### src/rtl/cache_ctrl_pkg.sv
// Shared types and defaults for the cache fill controller and its helpers.
// The offset-width helper keeps the block-offset arithmetic in one place.
package cache_ctrl_pkg;

   typedef enum logic [1:0] {
      IDLE    = 2'd0,
      FILL    = 2'd1,
      RESPOND = 2'd2
   } state_t;

   localparam int DEF_ADDR_W      = 15;
   localparam int DEF_DATA_W      = 32;
   localparam int DEF_BLOCK_WORDS = 4;
   localparam int DEF_CNT_W       = 16;

   // Word-offset width within a block; never narrower than one bit.
   function automatic int off_w(input int block_words);
      return (block_words <= 2) ? 1 : $clog2(block_words);
   endfunction

endpackage

### src/rtl/sat_counter.sv
// Up-counter that sticks at all-ones instead of wrapping.
// Used for the hit and miss statistics.
module sat_counter
   import cache_ctrl_pkg::*;
#(
   parameter int CNT_W = DEF_CNT_W
) (
   input  logic             clk,
   input  logic             rst,
   input  logic             inc,
   output logic [CNT_W-1:0] count
);

   always_ff @(posedge clk) begin
      if (rst) begin
         count <= '0;
      end else if (inc && (count != {CNT_W{1'b1}})) begin
         count <= count + CNT_W'(1);
      end
   end

endmodule

### src/rtl/cache_fill_controller.sv
// Serves CPU reads from the cache on a hit and refills a whole block from RAM
// on a miss, forwarding the critical word and flagging fill completion.
module cache_fill_controller
   import cache_ctrl_pkg::*;
#(
   parameter int ADDR_W      = DEF_ADDR_W,
   parameter int DATA_W      = DEF_DATA_W,
   parameter int BLOCK_WORDS = DEF_BLOCK_WORDS,
   parameter int CNT_W       = DEF_CNT_W
) (
   input  logic              clk,
   input  logic              rst,
   input  logic              cpu_req,
   input  logic [ADDR_W-1:0] address,
   input  logic              hit,
   input  logic [DATA_W-1:0] cache_rdata,
   output logic              cpu_ready,
   output logic [DATA_W-1:0] cpu_rdata,
   output logic              cache_we,
   output logic [ADDR_W-1:0] cache_waddr,
   output logic [DATA_W-1:0] cache_wdata,
   output logic              fill_done,
   output logic              mem_req,
   output logic [ADDR_W-1:0] mem_addr,
   input  logic              mem_rvalid,
   input  logic [DATA_W-1:0] mem_rdata,
   output logic [CNT_W-1:0]  hit_count,
   output logic [CNT_W-1:0]  miss_count
);

   localparam int               OFF_W     = off_w(BLOCK_WORDS);
   localparam logic [OFF_W-1:0] LAST_BEAT = OFF_W'(BLOCK_WORDS - 1);

   state_t            state;
   state_t            state_next;
   logic [ADDR_W-1:0] miss_addr;
   logic [OFF_W-1:0]  beat;
   logic [ADDR_W-1:0] fill_addr;
   logic              accept_hit;
   logic              accept_miss;
   logic              beat_valid;

   assign accept_hit  = (state == IDLE) && cpu_req && hit;
   assign accept_miss = (state == IDLE) && cpu_req && !hit;
   assign beat_valid  = (state == FILL) && mem_rvalid;

   // The beat index replaces the offset, so a refill never leaves its block.
   assign fill_addr   = {miss_addr[ADDR_W-1:OFF_W], beat};

   assign cpu_ready   = (state == RESPOND);

   always_ff @(posedge clk) begin
      if (rst) begin
         state <= IDLE;
      end else begin
         state <= state_next;
      end
   end

   always_comb begin
      state_next = state;
      case (state)
         IDLE: begin
            if (cpu_req) begin
               state_next = hit ? RESPOND : FILL;
            end
         end
         FILL: begin
            if (mem_rvalid && (beat == LAST_BEAT)) begin
               state_next = RESPOND;
            end
         end
         RESPOND: state_next = IDLE;
         default: state_next = IDLE;
      endcase
   end

   always_comb begin
      mem_req     = 1'b0;
      mem_addr    = '0;
      cache_we    = 1'b0;
      cache_waddr = '0;
      cache_wdata = '0;
      fill_done   = 1'b0;
      if (state == FILL) begin
         mem_req  = 1'b1;
         mem_addr = fill_addr;
         if (mem_rvalid) begin
            cache_we    = 1'b1;
            cache_waddr = fill_addr;
            cache_wdata = mem_rdata;
            fill_done   = (beat == LAST_BEAT);
         end
      end
   end

   // The requested word is captured as it streams past, not read back later.
   always_ff @(posedge clk) begin
      if (rst) begin
         miss_addr <= '0;
         beat      <= '0;
         cpu_rdata <= '0;
      end else begin
         if (accept_miss) begin
            miss_addr <= address;
            beat      <= '0;
         end
         if (accept_hit) begin
            cpu_rdata <= cache_rdata;
         end
         if (beat_valid) begin
            beat <= beat + OFF_W'(1);
            if (beat == miss_addr[OFF_W-1:0]) begin
               cpu_rdata <= mem_rdata;
            end
         end
      end
   end

   sat_counter #(.CNT_W(CNT_W)) u_hit_counter (
      .clk   (clk),
      .rst   (rst),
      .inc   (accept_hit),
      .count (hit_count)
   );

   sat_counter #(.CNT_W(CNT_W)) u_miss_counter (
      .clk   (clk),
      .rst   (rst),
      .inc   (accept_miss),
      .count (miss_count)
   );

endmodule

### config.mk
export PLATFORM = sky130hd
export DESIGN_NAME = cache_fill_controller
export DESIGN_NICKNAME = d
export VERILOG_FILES = /design/src/rtl/cache_ctrl_pkg.sv /design/src/rtl/sat_counter.sv /design/src/rtl/cache_fill_controller.sv
export SDC_FILE = /design/constraint.sdc
export NUM_CORES = 1
export LEC_CHECK = 0
export CAP_MARGIN = 5
export CORE_MARGIN = 2
export CORE_UTILIZATION = 30
export DETAILED_ROUTE_END_ITERATION = 12
export GPL_ROUTABILITY_DRIVEN = 0
export PLACE_DENSITY = 0.65
export SYNTH_ARGS = -nofsm -noshare
export SYNTH_HDL_FRONTEND = slang
export SYNTH_SLANG_ARGS = --single-unit
### constraint.sdc
create_clock -name clk -period 3.37 [get_ports clk]
set_input_delay 0.674 -clock clk [delete_from_list [all_inputs] [get_ports clk]]
set_output_delay 0.674 -clock clk [all_outputs]
set_load 0.005 [all_outputs]
==> impl_metrics.json <==
{
  "synthTopCellsByCount": "83 x dfxtp_1, 63 x and2_1, 54 x nor2_1",
  "dpl_worst_slack_ps": 316,
  "numClockSinks": 83,
  "ys_warn_count": 0,
  "grt_usage_pct": 18.3,
  "ys_seq_area_share_pct": 39.3,
  "grt_max_degree": 65,
  "synth_cells": 502,
  "die_h_um": 123,
  "setup.worst_path.start": "mem_rvalid",
  "cts_max_level": 3,
  "yosysTopAreaCell": "dfxtp_1",
  "cts_buffer_depth": 2,
  "avgSynthCellArea_um2": 8.41,
  "synth_nets": 589,
  "cap_violations": 0,
  "required_ps": 2700,
  "synthTopCellsByArea": "dfxtp_1 39%, and2_1 9.3%, mux2i_1 8.3%",
  "finalHoldViolCount": 0,
  "io_buffer_count": 213,
  "worstMarginPinSlew_ps": 621,
  "critPathKind": "input port to output pin",
  "syn-cell-area_um2": 4220,
  "wl_per_cell_um": 15.5,
  "core-area_um2": 13800,
  "path_max_fanout": 29,
  "period_minus_slack_ps": 3030,
  "cp-endpoint": "cache_wdata[20]",
  "netlist.area_leader.share_pct": 39.3,
  "status": "completed",
  "nFillCells": 1315,
  "antennaDiodeCount": 0,
  "ys_seq_elements": 83,
  "reg2reg_to": "u_miss_counter.count[15]$_SDFFE_PP0P_",
  "cts_setup_buffers": 0,
  "post_cts_resized": 0,
  "area_growth_syn_to_layout_pct": 62.7,
  "drt_first_iter_violations": 233,
  "dr.pass1.iters": 4,
  "fin_crit_sh_pct": 90.0,
  "finalSetupViolations": 0,
  "ff2ff_setup_slack_ps": 1080,
  "remaining_drc_errors": 0,
  "crit_path_end_kind": "output pin",
  "maxSlewViolCount": 0,
  "peakVddDrop_mv": 0.190,
  "clkLatencyLatePin_ps": 340,
  "overflow": 0,
  "p_leak_nw": 2.43,
  "tns_ps": 0,
  "grt_pass1_vias": 4322,
  "grt_pass1_wl_mm": 21.9,
  "r2r_start": "state[1]$_SDFFE_PP0P_",
  "cp.arrival_ps": 2360,
  "synth_edf_count": 0,
  "cts_hold_buf": 0,
  "setup_ws_ps": 338,
  "vias": 4424,
  "fin_hold_ws_ps": 462,
  "cp-start-kind": "input port",
  "power_mw": 2.48,
  "rsz0062_at_grt": "false",
  "root_buffer": "clkbuf_16",
  "synthDistinctLibCells": 42,
  "die_w_um": 123,
  "nNetsFinal": 789,
  "rows": 43,
  "numCtsBuffers": 9,
  "fmax_mhz": 330,
  "hold_class": "flip-flop to flip-flop",
  "drt_wl_total_mm": 13.7,
  "power-per-cell-area_nw_per_um2": 361,
  "dp_hpwl_mm": 10.2,
  "cts_tree": "done",
  "synthFlopType": "dfxtp_1",
  "drive_gt1_share_pct": 6.79,
  "skew_ps": 5.26,
  "viasPerCell": 4.99,
  "antenna_found_initial": 0,
  "dieArea_um2": 15000,
  "maxSlewHeadroom_pct": 58.0,
  "reg2regPathDepth": 4,
  "cts.reportedPaths.clkPinSlew_ps": 60,
  "placedCellCount": 871,
  "start_util_pct": 30.5,
  "pin_count": 214,
  "min_from": "miss_addr[9]$_SDFFE_PP0P_",
  "async_flop_share_pct": 0,
  "antenna_left": 0,
  "yosysMostFrequentCell": "dfxtp_1",
  "final_cells": 887
}
## cell usage in the layout, fill, tap and decap left out, drive strengths merged, types with 3 or more instances in the layout
| cell type | Yosys | layout |
|---|---|---|
| clkdlybuf4s50 | 0 | 212 |
| dfxtp | 83 | 83 |
| and2 | 63 | 63 |
| nor2 | 54 | 54 |
| nand2 | 45 | 45 |
| a211oi | 37 | 37 |
| mux2i | 35 | 35 |
| a21oi | 33 | 33 |
| nor2b | 14 | 14 |
| mux2 | 14 | 14 |
| nand4 | 14 | 14 |
| clkbuf | 29 | 12 |
| buf | 5 | 11 |
| nand3 | 9 | 9 |
| or4 | 7 | 7 |
| o31ai | 6 | 6 |
| and3 | 5 | 5 |
| nor4 | 5 | 5 |
| inv | 4 | 4 |
| o21ai | 4 | 4 |
| or2 | 3 | 3 |
| o311ai | 3 | 3 |
| or3 | 3 | 3 |
| nor3 | 3 | 3 |
| ha | 3 | 3 |
## registers in the layout, indices dropped and copies added, names as in the netlist
register	count
state	2
u_miss_counter.count	16
beat	2
cpu_rdata	32
miss_addr	15
u_hit_counter.count	16
## through the flow
stage,util (%),area (um2)
2_1_floorplan,-,4220
3_3_place_gp,47.4,6560
3_5_place_dp,47.4,6560
4_1_cts,49.7,6870
5_1_grt,49.7,6870
6_report,49.7,6870
## logic make-up (layout without fill, tap and decap cells)
| kind of cell | Yosys count | count (layout) | synth area share, % |
|---|---|---|---|
| DFF | 83 | 83 | 39.3 |
| adders and majority gates | 3 | 3 | 0.889 |
| AOI/OAI and AO/OA | 93 | 93 | 14.6 |
| xor gates and xnor gates | 2 | 2 | 0.415 |
| buffers and inverters | 38 | 243 | 3.50 |
| muxes | 49 | 49 | 12.0 |
| and+or+nand+nor | 234 | 234 | 29.2 |
## power by group
| part | switching, mW | internal (mW) |
|---|---|---|
| Sequential | 0.0328 | 1.03 |
| Clock | 0.398 | 0.632 |
| Combinational | 0.152 | 0.236 |
| Total | 0.583 | 1.90 |
## worst min path at each step
| stage | to | slack, ps | cells past startpoint |
|---|---|---|---|
| after floorplan | miss_addr[10]$_SDFFE_PP0P_ | 440 | 2 |
| after global placement | miss_addr[10]$_SDFFE_PP0P_ | 450 | 2 |
| after detailed placement | miss_addr[12]$_SDFFE_PP0P_ | 450 | 2 |
| after CTS | miss_addr[2]$_SDFFE_PP0P_ | 460 | 2 |
| after global routing | miss_addr[14]$_SDFFE_PP0P_ | 490 | 2 |
| final | miss_addr[9]$_SDFFE_PP0P_ | 460 | 2 |
## layer usage
metal / vias up / global-route usage (%) / wire (um)
li1: 2193 / - / -
met1: 2050 / 22.3 / 5680
met3: 17 / 6.55 / 1200
met5: - / 0 / 0
met2: 164 / 29.7 / 6580
met4: 0 / 6.97 / 244
## cell type report
class | instances | area [um2] | share of cell area (%)
Clock buffer | 12 | 267 | 3.88
Inverter | 4 | 15.0 | 0.219
Clock inverter | 4 | 47.5 | 0.692
Multi-Input combinational cell | 381 | 2440 | 35.5
Tap cell | 180 | 225 | 3.28
Timing Repair Buffer | 223 | 2210 | 32.2
Sequential cell | 83 | 1660 | 24.2
## worst max-delay path: stages
cell and delay (ps):
clkdlybuf4s50_1 490, and3b_1 200, buf_4 290, and2_1 190, clkdlybuf4s50_1 510
(Power assumes the default switching activity.)
